[config.mk]
export PLATFORM = sky130hd
export DESIGN_NAME = reg_dump_uart_flat
export DESIGN_NICKNAME = d
export VERILOG_FILES = /design/src/rtl/reg_dump_uart_if.sv /design/src/rtl/reg_dump_uart.sv /design/src/flat_wrapper.sv
export SDC_FILE = /design/constraint.sdc
export NUM_CORES = 1
export LEC_CHECK = 0
export CORE_ASPECT_RATIO = 0.9
export CORE_MARGIN = 1.5
export CORE_UTILIZATION = 57
export CTS_BUF_LIST = sky130_fd_sc_hd__clkbuf_8 sky130_fd_sc_hd__clkbuf_16
export DETAILED_ROUTE_END_ITERATION = 10
export PLACE_DENSITY_LB_ADDON = 0.05
export SLEW_MARGIN = 20
export SYNTH_ARGS = -nofsm -noshare
export SYNTH_HDL_FRONTEND = slang
export SYNTH_SLANG_ARGS = --single-unit
[constraint.sdc]
create_clock -name clk -period 10.6 [get_ports clk]
set_input_delay 2.12 -clock clk [delete_from_list [all_inputs] [get_ports clk]]
set_output_delay 2.12 -clock clk [all_outputs]
set_load 0.05 [all_outputs]
[src/rtl/reg_dump_uart_if.sv]
// Bundle between the datapath register bus and the UART register-dump stage.
// The master side owns the register bus and triggers; the slave side drives the serial line.
interface reg_dump_uart_if #(
  parameter int unsigned DWIDTH = 16,
  parameter int unsigned NREGS  = 6
);
  logic [DWIDTH*NREGS-1:0] rf_out;
  logic                    halt;
  logic                    dump_req;
  logic                    tx;
  logic                    busy;
  logic                    done;

  modport master (
    output rf_out, halt, dump_req,
    input  tx, busy, done
  );

  modport slave (
    input  rf_out, halt, dump_req,
    output tx, busy, done
  );
endinterface

[src/rtl/reg_dump_uart.sv]
// Snapshots the packed register file on a halt edge or manual request and streams
// it as "Rn:HHHH\r\n" ASCII lines over an 8N1 UART transmitter.
module reg_dump_uart #(
  parameter int unsigned DWIDTH       = 16,
  parameter int unsigned NREGS        = 6,
  parameter int unsigned CLKS_PER_BIT = 868
) (
  input logic            clk,
  input logic            rst,
  reg_dump_uart_if.slave bus
);
  localparam int unsigned CharsPerLine = 5 + DWIDTH / 4;
  localparam int unsigned CharW        = $clog2(CharsPerLine);
  localparam int unsigned RegW         = (NREGS > 1) ? $clog2(NREGS) : 1;
  localparam int unsigned BaudW        = $clog2(CLKS_PER_BIT);

  localparam logic [CharW-1:0] LastChar = CharW'(CharsPerLine - 1);
  localparam logic [CharW-1:0] CrChar   = CharW'(CharsPerLine - 2);
  localparam logic [RegW-1:0]  LastReg  = RegW'(NREGS - 1);
  localparam logic [BaudW-1:0] BaudLast = BaudW'(CLKS_PER_BIT - 1);

  typedef enum logic [1:0] {StIdle, StStart, StData, StStop} state_e;

  state_e                  state_q, state_d;
  logic [BaudW-1:0]        baud_q, baud_d;
  logic [2:0]              bit_q, bit_d;
  logic [CharW-1:0]        char_q, char_d;
  logic [RegW-1:0]         reg_q, reg_d;
  logic [DWIDTH*NREGS-1:0] snap_q, snap_d;
  logic                    halt_d_q;
  logic                    tx_q, tx_d;
  logic                    done_q, done_d;

  logic                    trigger;
  logic                    bit_end;
  logic [DWIDTH-1:0]       cur_reg;
  logic [3:0]              nib;
  logic [7:0]              cur_char;

  assign trigger = (bus.halt & ~halt_d_q) | bus.dump_req;
  assign bit_end = (baud_q == BaudLast);

  // Character under transmission, derived purely from the snapshot and indices.
  always_comb begin
    cur_reg = snap_q[reg_q*DWIDTH +: DWIDTH];
    nib     = 4'(cur_reg >> (DWIDTH - 4 - 4 * (32'(char_q) - 3)));
    if (char_q == '0) begin
      cur_char = 8'h52;
    end else if (char_q == CharW'(1)) begin
      cur_char = 8'h30 + 8'(reg_q);
    end else if (char_q == CharW'(2)) begin
      cur_char = 8'h3A;
    end else if (char_q == CrChar) begin
      cur_char = 8'h0D;
    end else if (char_q == LastChar) begin
      cur_char = 8'h0A;
    end else if (nib < 4'd10) begin
      cur_char = 8'h30 + {4'h0, nib};
    end else begin
      cur_char = 8'h37 + {4'h0, nib};
    end
  end

  always_comb begin
    state_d = state_q;
    baud_d  = baud_q;
    bit_d   = bit_q;
    char_d  = char_q;
    reg_d   = reg_q;
    snap_d  = snap_q;
    tx_d    = tx_q;
    done_d  = 1'b0;

    if (state_q != StIdle) begin
      baud_d = bit_end ? '0 : baud_q + 1'b1;
    end

    // tx_d anticipates the next bit so the line changes exactly on bit boundaries.
    unique case (state_q)
      StIdle: begin
        if (trigger) begin
          state_d = StStart;
          snap_d  = bus.rf_out;
          tx_d    = 1'b0;
          baud_d  = '0;
          bit_d   = '0;
          char_d  = '0;
          reg_d   = '0;
        end
      end
      StStart: begin
        if (bit_end) begin
          state_d = StData;
          bit_d   = '0;
          tx_d    = cur_char[0];
        end
      end
      StData: begin
        if (bit_end) begin
          if (bit_q == 3'd7) begin
            state_d = StStop;
            tx_d    = 1'b1;
          end else begin
            bit_d = bit_q + 3'd1;
            tx_d  = cur_char[bit_q + 3'd1];
          end
        end
      end
      StStop: begin
        if (bit_end) begin
          if (char_q == LastChar) begin
            char_d = '0;
            if (reg_q == LastReg) begin
              state_d = StIdle;
              reg_d   = '0;
              done_d  = 1'b1;
            end else begin
              reg_d   = reg_q + 1'b1;
              state_d = StStart;
              tx_d    = 1'b0;
            end
          end else begin
            char_d  = char_q + 1'b1;
            state_d = StStart;
            tx_d    = 1'b0;
          end
        end
      end
      default: state_d = StIdle;
    endcase
  end

  always_ff @(posedge clk) begin
    if (rst) begin
      state_q  <= StIdle;
      baud_q   <= '0;
      bit_q    <= '0;
      char_q   <= '0;
      reg_q    <= '0;
      snap_q   <= '0;
      halt_d_q <= 1'b0;
      tx_q     <= 1'b1;
      done_q   <= 1'b0;
    end else begin
      state_q  <= state_d;
      baud_q   <= baud_d;
      bit_q    <= bit_d;
      char_q   <= char_d;
      reg_q    <= reg_d;
      snap_q   <= snap_d;
      halt_d_q <= bus.halt;
      tx_q     <= tx_d;
      done_q   <= done_d;
    end
  end

  assign bus.tx   = tx_q;
  assign bus.busy = (state_q != StIdle);
  assign bus.done = done_q;
endmodule

[src/flat_wrapper.sv]
// flat-port wrapper written by rule: the top's interface ports become plain ports
module reg_dump_uart_flat 
#(
  parameter int unsigned DWIDTH       = 16,
  parameter int unsigned NREGS        = 6,
  parameter int unsigned CLKS_PER_BIT = 868
)
  (clk, rst, bus_rf_out, bus_halt, bus_dump_req, bus_tx, bus_busy, bus_done);
  reg_dump_uart_if #(.DWIDTH(DWIDTH), .NREGS(NREGS)) bus_i ();
  input logic clk;
  input logic rst;
  input wire logic [$bits(bus_i.rf_out)-1:0] bus_rf_out;
  input wire logic [$bits(bus_i.halt)-1:0] bus_halt;
  input wire logic [$bits(bus_i.dump_req)-1:0] bus_dump_req;
  output wire logic [$bits(bus_i.tx)-1:0] bus_tx;
  output wire logic [$bits(bus_i.busy)-1:0] bus_busy;
  output wire logic [$bits(bus_i.done)-1:0] bus_done;
  assign bus_i.rf_out = bus_rf_out;
  assign bus_i.halt = bus_halt;
  assign bus_i.dump_req = bus_dump_req;
  assign bus_tx = bus_i.tx;
  assign bus_busy = bus_i.busy;
  assign bus_done = bus_i.done;
  reg_dump_uart #(.DWIDTH(DWIDTH), .NREGS(NREGS), .CLKS_PER_BIT(CLKS_PER_BIT)) u_core (.clk(clk), .rst(rst), .bus(bus_i));
endmodule
=== Word-level counts from Yosys, hierarchy flattened ===
Index checks and enable logic that the tools add are counted.

* Output and inout port bits: 3
* Word-level logic and storage cells: 100
* Flip-flop bits (word level): 121

* Add/sub/neg operators: 9
* Eq/ne operators: 18
* Reductions and logical operators: 12
* Magnitude comparators: 2
* Bitwise operators: 6
* Mux-type cells: 42
* Shift-type cells: 2

{| class="wikitable"
|+ Operators with widths
! kind !! number
|-
| $shiftx A96 B8 Y16 || 1
|-
| $mux W8 || 6
|-
| $mux W10 || 4
|-
| $shr A16 B32 Y4 || 1
|-
| $sub A4 B32 Y32 const A || 1
|-
| $mux W3 || 7
|-
| $reduce_and A5 Y1 || 3
|-
| $add A6 B4 Y7 const A || 2
|-
| $mux W4 || 3
|-
| $ne A2 B1 Y1 const B || 6
|-
| $mux W1 || 11
|-
| $add A10 B1 Y10 const B || 1
|-
| $eq A10 B10 Y1 const B || 1
|-
| $mux W2 || 5
|-
| $pmux W3 S3 || 1
|-
| $pmux W2 S4 || 1
|-
| $pmux W4 S2 || 1
|-
| $add A6 B3 Y7 const A || 1
|-
| $add A3 B1 Y3 const B || 2
|-
| $eq A3 B3 Y1 const B || 2
|-
| $pmux W3 S2 || 1
|-
| $sub A4 B2 Y5 const B || 1
|-
| $add A4 B1 Y4 const B || 1
|-
| $eq A2 B2 Y1 const B || 2
|-
| other kinds (22) || 26
|}

=== Longest topological paths before layout ===
* Depth after elaboration: 15
* Mapped depth: 18

=== Worst setup path after synthesis ===
OpenSTA, ideal clock, no wires.

* Kind: reg-to-reg
* Start point: register u_core.char_q[0]
* End point: register u_core.tx_q, in the netlist u_core.bus.tx
* Arrival time: 3.758 ns
* Setup time: 0.073 ns
* Path buffers: 3
* Stages on the path, launching flop included: 19
* Clock period less this slack: 3.831 ns
* Setup slack: 6.769 ns
* Cell sequence: dfxtp_1 buf_2 buf_2 a21oi_1 xnor2_1 ha_1 inv_1 ha_1 or2_2 or4_1 clkbuf_1 nor3_2 inv_1 ha_1 nor4_1 o21ai_1 mux2i_1 a311o_1 o211ai_2

* Cells in the longest elaborated chain, start to end: 15

{| class="wikitable"
|+ RTL lines
! element !! RTL line !! text
|-
| start: declaration || reg_dump_uart.sv:27 || <nowiki>logic [CharW-1:0] char_q, char_d;</nowiki>
|-
| start signal: assignment || reg_dump_uart.sv:148 || <nowiki>char_q <= char_d;</nowiki>
|-
| $sub A4 B2 Y5 || reg_dump_uart.sv:46 || <nowiki>nib = 4'(cur_reg >> (DWIDTH - 4 - 4 * (32'(char_q) - 3)));</nowiki>
|-
| $sub A4 B32 Y32 || reg_dump_uart.sv:46 ||
|-
| $shr A16 B32 Y4 || reg_dump_uart.sv:46 ||
|-
| $add A6 B4 Y7 (tied with other cells) || reg_dump_uart.sv:60 || <nowiki>cur_char = 8'h37 + {4'h0, nib};</nowiki>
|-
| $mux W8 || reg_dump_uart.sv:57 || <nowiki>end else if (nib < 4'd10) begin</nowiki>
|-
| $mux W8 || reg_dump_uart.sv:55 || <nowiki>end else if (char_q == LastChar) begin</nowiki>
|-
| $mux W8 || reg_dump_uart.sv:53 || <nowiki>end else if (char_q == CrChar) begin</nowiki>
|-
| $mux W8 || reg_dump_uart.sv:51 || <nowiki>end else if (char_q == CharW'(2)) begin</nowiki>
|-
| $mux W8 || reg_dump_uart.sv:49 || <nowiki>end else if (char_q == CharW'(1)) begin</nowiki>
|-
| $mux W8 || reg_dump_uart.sv:47 || <nowiki>if (char_q == '0) begin</nowiki>
|-
| $bmux W1 S3 || reg_dump_uart.sv:105 || <nowiki>tx_d = cur_char[bit_q + 3'd1];</nowiki>
|-
| $mux W1 (not written as such) || reg_dump_uart.sv:105 ||
|-
| $mux W1 || reg_dump_uart.sv:100 || <nowiki>if (bit_q == 3'd7) begin</nowiki>
|-
| $mux W1 || reg_dump_uart.sv:99 || <nowiki>if (bit_end) begin</nowiki>
|-
| $pmux W1 S4 || reg_dump_uart.sv:79 || <nowiki>unique case (state_q)</nowiki>
|-
| end signal: assignment || reg_dump_uart.sv:152 || <nowiki>tx_q <= tx_d;</nowiki>
|-
| end: declaration || reg_dump_uart.sv:31 || <nowiki>logic tx_q, tx_d;</nowiki>
|}

Parallel ways exist; a longest one is shown, timed or not. The select of a mux whose other input is x is not followed.
A chain may end at the register's enable or synchronous reset.

=== Final worst setup path ===
Ends and elaborated chain as after synthesis.

==> metrics.txt <==
Internal Power=1.16 mW; CP Capture Type=register; max-slew violations=0; asr flop ratio synth=0%; Reg power frac=34.1%; Tightest Pin Transition=0.947 ns; Sw Share=36.3%; Post-CTS Setup Bufs=0; initial DRC count=668; CP Cell Sequence=ha_1, xnor2_1, inv_1, ha_1, or2_2, or4_1, nor3_2, inv_1, ha_1, nor4_1, o21ai_1, mux2i_1, a311o_1, o211ai_2; hold crit path type=reg2reg; sw power=661 µW; R2R setup slack=5.94 ns; Peak VDD IR=0.396 mV; cell area after synthesis=6050 µm²; Post-DRT Antenna Nets=0; worst rel slew slack=36.8%; DP Cell Count=943; via count=5744; Synth area leader=dfxtp_1; total power=1.82 mW; number of synthesized register bits=121; initial antenna violation count=0; Final Hold Viols=0; Max Cap Viol=0; Avg Cell Area, Syn=7.92 µm²; RSZ-0062 raised after global routing=no; Synthesis Warnings=0; CTS Sinks=121; slowest CP cell=dfxtp_1; TritonCTS clock tree=built; critical path type=reg2reg; initial core utilization=58.8%; Arr. time, crit path=4.99 ns; combinational share of power=34.2%; post-synthesis sequential area ratio=40.0%; Clock Latency Late Sink=0.42 ns; clk root buf=clkbuf_16; cell area after layout=7620 µm²; DP Wirelength=11000 µm; top-area cell type share of the netlist area=40.0%; number of global-route vias before repair=5566; number of synthesized flops with an enable pin=0; FF-to-FF End=u_core.bus.tx; Mapped Nets=879; leakage=2.83 nW; Std-Cell Core Area=10300 µm²; DRC Markers=0; Tcrit/Tclk final=44.0%; fmax=215 MHz; top_reg_cell synth=dfxtp_1; CTS H-tree lvls=4; filler cell count=767; CP Max Fanout=22; Hold Path Cell Cnt=2; cts hold-fix bufs=0; Synth-to-Final Area Change=26.0%; largest net degree at the start of global routing=119; Hold Startpoint=u_core.snap_q[31]; Clock power frac=31.7%; Hold Path Sink=u_core.snap_q[31]; grt ovf=0; Num CTS Buffers=17; clk buf depth=2; Routed WL=16300 µm; vias per cell=5.90; Seq. cell area=2420 µm²; CP max stage delay=0.87 ns; area of the multi-input gates=3350 µm²; most used cell, CP=ha_1; FP Rows=35; Power Dens Cells=239 nW/µm²; Setup TNS Final=0 ns; die width=112 µm; Die Y=101 µm; drt pass-1 iters=5; PortBufs=102; Critical Path Start Type=register; minimum clock period=4.66 ns; skew final=0.00676 ns; final setup fails=0; Yosys cell types=58; Layout Nets=948; post-CTS resize count=0; required time of the worst setup path=10.93 ns; DIE AREA=11200 µm²; status=finished, final reports clean; clock slew at reported path FFs=0.05 ns; synth top area cells=dfxtp_1, nand2_1, a21oi_1; Placed Instance Area=7030 µm²; share of layout cells above drive strength 1=6.99%; routability cong.=0.861; reg2reg start=u_core.char_q[0]; final cell count without fillers=973; IO Count=103; Antenna diodes=0; Synth Instances=764; worst reg2reg path depth=14; first-pass GRT wire length=27300 µm; Total GRT Usage=30.4%; drt wl/cell=16.8 µm
[metal layers]
layer  GRT usage, %  vias to the layer above  share of wire (%)
li1               -                     2763                  -
met1           39.4                     2691                 43
met2           50.4                      255                 47
met3           5.83                       35                7.0
met4           12.7                        0                2.3
met5              0                        -                  0
[worst max-delay path: cells and delay by family (launching register included)]
| family | cells | cell delay, ns |
|---|---|---|
| AOI/OAI and AO/OA | 3 | 0.59 |
| xor gates and xnor gates | 1 | 0.18 |
| adders and majority gates | 3 | 0.88 |
| buffers and inverters | 2 | 0.18 |
| DFF | 1 | 0.87 |
| muxes | 1 | 0.15 |
| and+or+nand+nor | 4 | 1.74 |
[flip-flops by register name, indices dropped and copies added, names as in the netlist]
signal / cells
u_core.snap_q: 96
u_core.baud_q: 10
u_core.char_q: 4
u_core.bit_q: 3
u_core.reg_q: 3
u_core.state_q: 2
u_core.bus.done: 1
u_core.bus.tx: 1
u_core.halt_d_q: 1
[layout make-up]
class                   count  share of cell area (%)
repair buffers            106                    13.8
well taps                 129                    2.12
clock inverters            11                    1.74
clock buffers              19                    5.95
multi-input cells         574                    43.9
flip-flops and latches    121                    31.8
inverters                  13                   0.640
[cells in the mapped netlist, drive strengths merged (2+ instances only)]
cell,n
nand2,216
dfxtp,121
a21oi,114
nor2,47
clkbuf,40
mux2i,36
buf,16
o21ai,16
ha,15
inv,13
mux4,12
nor3,9
a211oi,7
nor2b,7
and2,6
nand3,6
o221ai,6
a22oi,5
nand3b,5
nor4,5
or2,5
nand2b,4
nor4b,4
o31ai,4
and3,3
nor3b,3
o211ai,3
xnor2,3
xor2,3
a2bb2oi,2
a311o,2
a311oi,2
a31oi,2
a32oi,2
mux2,2
or3,2
[logic make-up (layout without fill, tap and decap cells)]
kind of cell / after synthesis / in the layout / synth area share, %
DFF: 121 / 121 / 40.0
AOI/OAI and AO/OA: 176 / 176 / 17.0
xor gates and xnor gates: 6 / 6 / 0.869
adders and majority gates: 15 / 15 / 3.10
buffers and inverters: 69 / 149 / 4.76
and+or+nand+nor: 327 / 327 / 23.4
muxes: 50 / 50 / 10.8
[power by group through the flow]
stage	Sequential, mW	Clock [mW]	Combinational (mW)
5_1_grt	0.632	0.599	0.696
6_report	0.621	0.577	0.621
3_3_place_gp	0.622	0	0.592
2_1_floorplan	0.604	0	0.456
3_5_place_dp	0.627	0	0.612
4_1_cts	0.620	0.579	0.619
[layout by cell type (no fill, tap or decap), drive strengths merged, types with 15 or more instances in the layout]
cell,count
ha,15
a21oi,114
nand2,216
nor2,47
mux2i,36
o21ai,16
inv,16
dfxtp,121
clkbuf,19
clkdlybuf4s50,101
[metrics by stage]
| step | setup slack [ns] | hold slack, ns | util, % |
|---|---|---|---|
| floorplan | 6.77 | 0.433 | - |
| global placement | 6.27 | 0.441 | 68.3 |
| detailed placement | 6.09 | 0.446 | 68.3 |
| CTS | 5.98 | 0.453 | 74.0 |
| global route | 5.68 | 0.467 | 74.0 |
| finish | 5.94 | 0.453 | 74.0 |
[how the worst max path moves through the flow]
stage                           startpoint            end  cells after the start
after floorplan           u_core.char_q[0]  u_core.bus.tx                     18
after global placement    u_core.char_q[0]  u_core.bus.tx                     14
after detailed placement  u_core.char_q[0]  u_core.bus.tx                     14
after CTS                 u_core.char_q[0]  u_core.bus.tx                     14
after global routing      u_core.char_q[0]  u_core.bus.tx                     16
final                     u_core.char_q[0]  u_core.bus.tx                     14
(Power assumes the default switching activity.)
